<file path="src/rtl/mult_div_unit_execute.sv">
// Purpose: iterative radix-2 MULT/MULTU/DIV/DIVU unit producing HI/LO for the EXECUTE stage.
// Latency: start sampled at E0, HI/LO update and done pulse at E(WIDTH+1); busy covers RUN and FIX.
// Backpressure: start is ignored while busy; flush aborts silently; HI/LO change only on the FIX edge.
module mult_div_unit_execute #(
    parameter int WIDTH = 32
) (
    input  logic             clk,
    input  logic             reset_n,
    input  logic             start_execute,
    input  logic [1:0]       op_execute,
    input  logic             flush_execute,
    input  logic [WIDTH-1:0] src_A_ALU_execute,
    input  logic [WIDTH-1:0] src_B_ALU_execute,
    output logic             busy_execute,
    output logic             done_execute,
    output logic [WIDTH-1:0] HI_output_execute,
    output logic [WIDTH-1:0] LO_output_execute
);

    localparam int CW = (WIDTH > 1) ? $clog2(WIDTH) : 1;
    localparam logic [CW-1:0] LAST_STEP = CW'(WIDTH - 1);

    typedef enum logic [1:0] {
        S_IDLE = 2'd0,
        S_RUN  = 2'd1,
        S_FIX  = 2'd2
    } state_t;

    state_t state;
    state_t state_nxt;

    // Control strobes decoded from the FSM
    logic load;
    logic step;
    logic fix;

    // Latched operation context
    logic             is_div;
    logic             sign_a;
    logic             sign_b;
    logic             div_zero;
    logic [WIDTH-1:0] raw_a;
    logic [WIDTH-1:0] mag_a;     // multiplicand, or dividend shifted out MSB-first
    logic [WIDTH-1:0] mag_b;     // multiplier shifted out MSB-first, or divisor
    logic [2*WIDTH-1:0] acc;     // product, or {remainder, quotient}
    logic [CW-1:0]    cnt;

    // Operand magnitudes at start: abs value only for signed ops
    logic             in_sign_a;
    logic             in_sign_b;
    logic [WIDTH-1:0] in_mag_a;
    logic [WIDTH-1:0] in_mag_b;

    // One-step datapath results
    logic [2*WIDTH-1:0] mul_acc_nxt;
    logic [WIDTH:0]     rem_shift;
    logic [WIDTH:0]     rem_diff;
    logic [2*WIDTH-1:0] div_acc_nxt;

    // Sign-corrected results applied on the FIX edge
    logic               neg_res;
    logic [2*WIDTH-1:0] prod_fix;
    logic [WIDTH-1:0]   quo_fix;
    logic [WIDTH-1:0]   rem_fix;
    logic [WIDTH-1:0]   hi_fix;
    logic [WIDTH-1:0]   lo_fix;

    assign busy_execute = (state != S_IDLE);

    // State register; reset dominates start and flush
    always_ff @(posedge clk) begin
        if (!reset_n) begin
            state <= S_IDLE;
        end else begin
            state <= state_nxt;
        end
    end

    // Next-state and control strobes; flush in IDLE also blocks a start
    always_comb begin
        state_nxt = state;
        load      = 1'b0;
        step      = 1'b0;
        fix       = 1'b0;
        case (state)
            S_IDLE: begin
                if (start_execute && !flush_execute) begin
                    load      = 1'b1;
                    state_nxt = S_RUN;
                end
            end
            S_RUN: begin
                if (flush_execute) begin
                    state_nxt = S_IDLE;
                end else begin
                    step = 1'b1;
                    if (cnt == LAST_STEP) begin
                        state_nxt = S_FIX;
                    end
                end
            end
            S_FIX: begin
                state_nxt = S_IDLE;
                fix       = !flush_execute;
            end
            default: begin
                state_nxt = S_IDLE;
            end
        endcase
    end

    // Operand conditioning: unsigned ops pass raw values with cleared sign flags
    always_comb begin
        in_sign_a = op_execute[0] & src_A_ALU_execute[WIDTH-1];
        in_sign_b = op_execute[0] & src_B_ALU_execute[WIDTH-1];
        in_mag_a  = in_sign_a ? (~src_A_ALU_execute + 1'b1) : src_A_ALU_execute;
        in_mag_b  = in_sign_b ? (~src_B_ALU_execute + 1'b1) : src_B_ALU_execute;
    end

    // Single radix-2 step for shift-add multiply and restoring divide
    always_comb begin
        mul_acc_nxt = {acc[2*WIDTH-2:0], 1'b0}
                    + (mag_b[WIDTH-1] ? {{WIDTH{1'b0}}, mag_a} : {(2*WIDTH){1'b0}});
        rem_shift   = {acc[2*WIDTH-1:WIDTH], mag_a[WIDTH-1]};
        rem_diff    = rem_shift - {1'b0, mag_b};
        if (rem_diff[WIDTH]) begin
            div_acc_nxt = {rem_shift[WIDTH-1:0], acc[WIDTH-2:0], 1'b0};
        end else begin
            div_acc_nxt = {rem_diff[WIDTH-1:0], acc[WIDTH-2:0], 1'b1};
        end
    end

    // Sign correction; divide-by-zero returns the raw dividend and all-ones quotient
    always_comb begin
        neg_res  = sign_a ^ sign_b;
        prod_fix = neg_res ? (~acc + 1'b1) : acc;
        quo_fix  = neg_res ? (~acc[WIDTH-1:0] + 1'b1) : acc[WIDTH-1:0];
        rem_fix  = sign_a ? (~acc[2*WIDTH-1:WIDTH] + 1'b1) : acc[2*WIDTH-1:WIDTH];
        hi_fix   = prod_fix[2*WIDTH-1:WIDTH];
        lo_fix   = prod_fix[WIDTH-1:0];
        if (is_div) begin
            if (div_zero) begin
                hi_fix = raw_a;
                lo_fix = {WIDTH{1'b1}};
            end else begin
                hi_fix = rem_fix;
                lo_fix = quo_fix;
            end
        end
    end

    // Datapath: latch on start, iterate in RUN, publish HI/LO and done on FIX
    always_ff @(posedge clk) begin
        if (!reset_n) begin
            is_div            <= 1'b0;
            sign_a            <= 1'b0;
            sign_b            <= 1'b0;
            div_zero          <= 1'b0;
            raw_a             <= '0;
            mag_a             <= '0;
            mag_b             <= '0;
            acc               <= '0;
            cnt               <= '0;
            done_execute      <= 1'b0;
            HI_output_execute <= '0;
            LO_output_execute <= '0;
        end else begin
            if (load) begin
                is_div   <= op_execute[1];
                sign_a   <= in_sign_a;
                sign_b   <= in_sign_b;
                div_zero <= (src_B_ALU_execute == '0);
                raw_a    <= src_A_ALU_execute;
                mag_a    <= in_mag_a;
                mag_b    <= in_mag_b;
                acc      <= '0;
                cnt      <= '0;
            end else if (step) begin
                cnt <= cnt + CW'(1);
                if (is_div) begin
                    acc   <= div_acc_nxt;
                    mag_a <= {mag_a[WIDTH-2:0], 1'b0};
                end else begin
                    acc   <= mul_acc_nxt;
                    mag_b <= {mag_b[WIDTH-2:0], 1'b0};
                end
            end
            if (fix) begin
                HI_output_execute <= hi_fix;
                LO_output_execute <= lo_fix;
            end
            done_execute <= fix;
        end
    end

endmodule

</file>
<file path="config.mk">
export PLATFORM = sky130hd
export DESIGN_NAME = mult_div_unit_execute
export DESIGN_NICKNAME = d
export VERILOG_FILES = /design/src/rtl/mult_div_unit_execute.sv
export SDC_FILE = /design/constraint.sdc
export NUM_CORES = 1
export LEC_CHECK = 0
export CAP_MARGIN = 10
export CELL_PAD_IN_SITES_DETAIL_PLACEMENT = 2
export CELL_PAD_IN_SITES_GLOBAL_PLACEMENT = 2
export CORE_ASPECT_RATIO = 0.5
export CORE_MARGIN = 5
export CORE_UTILIZATION = 35
export DETAILED_ROUTE_END_ITERATION = 10
export GPL_TIMING_DRIVEN = 0
export PLACE_DENSITY_LB_ADDON = 0.1
export SLEW_MARGIN = 20
export SYNTH_ARGS = -nofsm -noshare
export SYNTH_HDL_FRONTEND = slang
export SYNTH_SLANG_ARGS = --single-unit
</file>
<file path="constraint.sdc">
create_clock -name clk -period 4.5 [get_ports clk]
set_input_delay 0.9 -clock clk [delete_from_list [all_inputs] [get_ports clk]]
set_output_delay 0.9 -clock clk [all_outputs]
set_load 0.02 [all_outputs]
</file>
# Word level (Yosys, flattened, before mapping)
# Cells that the tools add are included.
[word_totals]
ff_bits = 236
elab_cells = 74
[op_classes]
n_addsub = 8
n_eq_ne = 6
n_mux = 27
bitwise = 9
reduce_logical = 11
[ops]
columns = ["cell", "count"]
rows = [
  ["2-to-1 mux 32 bit", 15],
  ["2-to-1 mux 64 bit", 3],
  ["adder 32 x 1 -> 32 bit, second input constant", 4],
  ["NOT 32 bit", 4],
  ["adder 64 x 1 -> 64 bit, second input constant", 1],
  ["adder 64 x 32 -> 64 bit", 1],
  ["NOT 64 bit", 1],
  ["subtractor 33 x 32 -> 33 bit", 1],
  ["logical NOT 32 bit", 1],
  ["2-to-1 mux 2 bit", 3],
  ["AND reduction 2 bit", 3],
  ["nonzero test 2 bit", 3],
  ["adder 5 x 1 -> 5 bit, second input constant", 1],
  ["== test 5 bit, second input constant", 1],
  ["2-to-1 mux 1 bit", 5],
  ["!= test 2 bit, second input constant", 2],
  ["one-hot mux 2 bit (2 select lines)", 1],
  ["!= test 3 bit, second input constant", 1],
  ["AND 1 bit", 2],
  ["== test 2 x 1 -> 1 bit, second input constant", 1],
  ["== test 2 bit, second input constant", 1],
  ["logical NOT 2 bit", 1],
  ["OR reduction 2 bit", 1],
  ["logical AND 1 bit", 1],
  ["3 further kinds", 3],
]

# Longest topological paths before layout
# Gate-level depths: netlist of run 1.
[depth]
depth_word = 6
mapped_depth = 15

# Least setup slack after synthesis of run 1
# No wires, ideal clock.
[synth_timing]
path_kind = "reg2reg"
from = "reg mag_a[31]"
to = "reg acc[51]"
setup_time_ns = 0.117
t_arrival_ns = 3.231
setup_slack_ns = 1.152
path_stages_with_launch = 15
path_buffers = 1
period_less_slack_ns = 3.348
path_cell_list = "dfxtp_1 > inv_1 > ha_1 > inv_1 > fa_1 > a211oi_1 > o211ai_1 > a221oi_2 > nor4b_1 > nor3_2 > xnor2_1 > buf_2 > mux2i_1 > o22ai_1 > a22o_1"
[synth_via]
elab_chain_cells = 3
[synth_lines]
columns = ["element", "line", "text"]
rows = [
  ["from (decl)", "43", "logic [WIDTH-1:0] mag_a;"],
  ["from (signal assigned)", "174", "mag_a <= in_mag_a;"],
  ["from (signal assigned)", "182", "mag_a <= {mag_a[WIDTH-2:0], 1'b0};"],
  ["2-to-1 mux 32 bit / subtractor 33 x 32 -> 33 bit (equally long branches)", "123, 125", ""],
  ["adder 64 x 32 -> 64 bit / 2-to-1 mux 64 bit (equally long branches)", "123, 126", ""],
  ["2-to-1 mux 64 bit (*)", "180", "if (is_div) begin"],
  ["to (signal assigned)", "181", "acc <= div_acc_nxt;"],
  ["to (signal assigned)", "184", "acc <= mul_acc_nxt;"],
  ["to (decl)", "45", "logic [2*WIDTH-1:0] acc;"],
]
# Every way passes the cells marked *; elsewhere a longest branch is shown, timed or not.
# A chain may end at the register's enable or synchronous reset.

# Worst setup path after layout of run 1
[layout_timing]
from = "reg mag_a[31]"
to = "reg acc[32]"
# The elaborated chain is that of the path after synthesis.

==> qor.yml, run 1 <==
outcome:
  status: "complete, no violations"
sta:
  min_period_over_period: 0.964
  clock-skew-final_ns: 0.0173
  setup_viol: 0
  hold_violations: 0
  maxSlewHeadroom: 0.136
  tightest_slew_ns: 1.30
  finalWorstSetupSlack_ns: 0.160
  fin_crit_ns: 4.34
  rsz0062_at_grt: "no"
  timing.fmax_ghz: 0.230
  finalSetupTns_ns: 0
  slew_viol_final: 0
finish:
  finalInstanceArea_um2: 20700
  instances_no_fill: 3268
  final_nets: 2729
  postLayoutCoreUtil: 0.414
  final_cell_mix: "nand2_1, dfxtp_1, a21oi_1, o21ai_0, nor2_1"
  final_common_cell: "nand2_1"
  area_growth_syn_to_layout_pct: 17.8
  drive_above_1_share: 0.0388
logic_synthesis:
  synth_area_um2: 17500
  ys_types: 78
  synth_nets: 2562
  synthTopCellsByArea: "dfxtp_1, nand2_1, xnor2_1"
  syn_inst: 2420
  synth_top_flop_cell: "dfxtp_1"
  yosys_register_bits: 236
  synth_warnings: 0
  yosysTopAreaCellShare: 0.270
  yosysTopAreaCell: "dfxtp_1"
  postSynthAreaPerCell_um2: 7.24
  synth-edff-count: 0
  synth_seq_area_share: 0.270
  synthArstFlopShare: 0
critical_path:
  critical_path_class: "reg -> reg"
  worstPathRequired_ns: 4.95
  cp_max_fo: 10
  path_cells: "inv_1 > ha_1 > inv_1 > fa_1 > a211oi_1 > o211ai_1 > a221oi_4 > nor4b_1 > nor3_2 > buf_4 > xnor2_2 > buf_4 > buf_2 > nand2_1 > o21ai_0 > a21oi_1"
  critPathCaptureType: "flip-flop"
  cp_top_family: "compound AO/OA/AOI/OAI gates"
  start_kind: "flip-flop"
  max_stage_delay_ns: 0.52
  regToRegSetupSlack_ns: 0.16
  arrival_ns: 4.79
  r2r-start: "mag_a[31]$_SDFFE_PN0P_"
  critPathLaunch: "mag_a[31]$_SDFFE_PN0P_"
  cp_slowest_cell: "a221oi_4"
  crit_buf_inv: 5
placement:
  place_congestion: 0.999
  port_buffers: 134
  dpl_cell_area_um2: 19700
  place_ws_ns: -0.407
  dp_hpwl_um: 70300
  dp_cells: 3217
floorplan:
  die_w_um: 326
  num_rows: 58
  start_util: 0.352
  core-area_um2: 49900
  dieArea_um2: 54900
  die-height_um: 168
  pin_count: 136
pwr:
  power_switching_mw: 2.00
  power.switching_fraction: 0.343
  ir_drop_mv: 0.280
  leakagePower_nw: 7.63
  power_density_nw_per_um2: 282
  pwr-share-clk: 0.393
  p_int_mw: 3.83
  p_comb_frac: 0.224
  power_frac_seq: 0.382
clock_tree:
  cts_tree: "yes"
  cts_buffers: 27
  clock_path_buffers: 3
  cts_hold_buf: 0
  clockRootBuffer: "clkbuf_16"
  h-tree-depth: 1
  cts.sink_count: 236
  worstSkewPairLatency_ns: 0.60
  clk_pin_slew_ns: 0.07
global_routing:
  use_met1: 0.427
  met2_usage: 0.538
  gr-total-overflow: 0
  grt_pass1_vias: 20400
  grtUsageMet3: 0.0422
  grt_busiest_layer: "met2"
  grt_pass1_wl_um: 133000
  grt_use_total: 0.315
  grt_antenna_before_repair: 7
  grt_max_degree: 16
min_path:
  hold_start: "HI_output_execute[2]$_SDFFE_PN0P_"
  hold_path.class: "reg -> reg"
route:
  drc_errors: 0
  wl_per_cell_um: 27.7
  via_per_inst: 6.04
  drt_wl_total_um: 90400
  drtIter0Drc: 1660
  antenna_left: 0
  first_pass_iters: 9
  via_count: 19800
run:
  drv_cap: 0
-- power by group through the flow --
stage / clock network [mW] / logic (mW) / registers (mW)
finish: 2.29 / 1.31 / 2.23
detailed placement: 0 / 1.27 / 2.27
global placement: 0 / 1.24 / 2.27
floorplan: 0 / 0.760 / 2.24
global route: 2.39 / 1.39 / 2.24
CTS: 2.31 / 1.28 / 2.23
-- layer usage --
metal / wire (um) / part of all wire
met1: 40800 / 0.45
met2: 41300 / 0.46
met3: 5950 / 0.066
met4: 2290 / 0.025
met5: 7 / 0.000077
-- what timing repair did --
| action | CTS | global route |
|---|---|---|
| setup buffers | 0 | 2 |
| hold endpoints to repair | 0 | 0 |
| endpoints found under the setup margin | 28 | 29 |
| pin swaps | 0 | 1 |
| resized for setup | 7 | 5 |
-- synth_stat cells (6+ instances only) --
| master | n |
|---|---|
| a211oi_1 | 41 |
| a31oi_1 | 29 |
| o31ai_1 | 20 |
| buf_2 | 9 |
| ha_1 | 70 |
| o2111ai_1 | 7 |
| o21bai_1 | 7 |
| o21a_1 | 7 |
| mux2_2 | 9 |
| xor2_1 | 85 |
| or3_1 | 23 |
| a311oi_1 | 38 |
| o22ai_1 | 20 |
| o211ai_1 | 44 |
| nand4_1 | 15 |
| nand2b_1 | 13 |
| a21oi_1 | 226 |
| nor2_1 | 186 |
| nor3b_1 | 7 |
| nor2b_1 | 12 |
| xnor2_1 | 137 |
| nand2_1 | 374 |
| o21ai_0 | 186 |
| dfxtp_1 | 236 |
| mux2i_1 | 39 |
| and3_1 | 15 |
| or4_1 | 8 |
| inv_1 | 66 |
| buf_1 | 22 |
| and2_1 | 42 |
| o41ai_1 | 15 |
| nor3_1 | 52 |
| clkbuf_1 | 148 |
| nor4_1 | 19 |
| a21o_1 | 19 |
| nand3_1 | 71 |
| a22oi_1 | 6 |
| o211a_1 | 7 |
| o221ai_1 | 12 |
-- final timing paths --
check                           depth (start not counted)                                 to
worst max-delay path                                   16               acc[32]$_SDFFE_PP0P_
worst min-delay path                                    2  HI_output_execute[2]$_SDFFE_PN0P_
worst max register to register                         16               acc[32]$_SDFFE_PP0P_
worst min register to register                          2  HI_output_execute[2]$_SDFFE_PN0P_
-- state kept, by name (all words and copies together) (netlist names) --
register / count
LO_output_execute: 32
div_zero: 1
cnt: 5
state: 2
HI_output_execute: 32
sign_b: 1
raw_a: 32
is_div: 1
mag_a: 32
acc: 64
sign_a: 1
mag_b: 32
done_execute: 1
-- worst reg2reg max path, delay by kind of cell, from the launching register on --
family / cells / cell delay (ns)
AND/OR/NAND/NOR: 3 / 0.43
flip-flops: 1 / 0.38
adder cells (fa/ha/maj): 2 / 0.68
XOR/XNOR: 1 / 0.24
AO/OA/AOI/OAI: 5 / 1.27
buffers and inverters: 5 / 1.18
-- cell families (layout without fill, tap and decap cells) --
kind of cell / count (synthesis) / in the layout / synth area share
buf+inv: 248 / 434 / 0.0542
compound gates: 736 / 736 / 0.263
fa+ha+maj: 72 / 72 / 0.0522
flops: 236 / 236 / 0.270
mux: 48 / 48 / 0.0281
simple gates: 858 / 858 / 0.222
xor+xnor: 222 / 222 / 0.111
other cells: 0 / 2 / 0
-- metrics by stage --
stage	hold WS (ns)	total power [mW]
2_1_floorplan	0.433	3.00
3_3_place_gp	0.446	3.51
3_5_place_dp	0.457	3.54
4_1_cts	0.468	5.82
5_1_grt	0.499	6.02
6_report	0.464	5.83
-- layout make-up --
cell class | instances | area (um^2)
fillers | 5857 | 29200
multi-input cells | 1936 | 11900
flip-flops and latches | 236 | 4730
repair buffers | 139 | 1380
well taps | 660 | 826
clock buffers | 39 | 771
plain buffers | 179 | 697
inverters | 68 | 255
clock inverters | 9 | 85.1
diodes | 2 | 5.00
Power figures use the tool's default switching activity.
==> inputs of run 2 (changes only) <==
==> constraint.sdc (replaced) <==
create_clock -name clk -period 4.5 [get_ports clk]
set_input_delay 0.45 -clock clk [delete_from_list [all_inputs] [get_ports clk]]
set_output_delay 0.45 -clock clk [all_outputs]
set_load 0.02 [all_outputs]
==> results of run 2 <==
The final DEF is identical to that of run 1. Status: complete, no violations.
Main changes from that run: hold slack 0.464 ns -> 0.461 ns; end point of the worst hold path HI_output_execute[2]$_SDFFE_PN0P_ -> is_div$_SDFFE_PN0P_
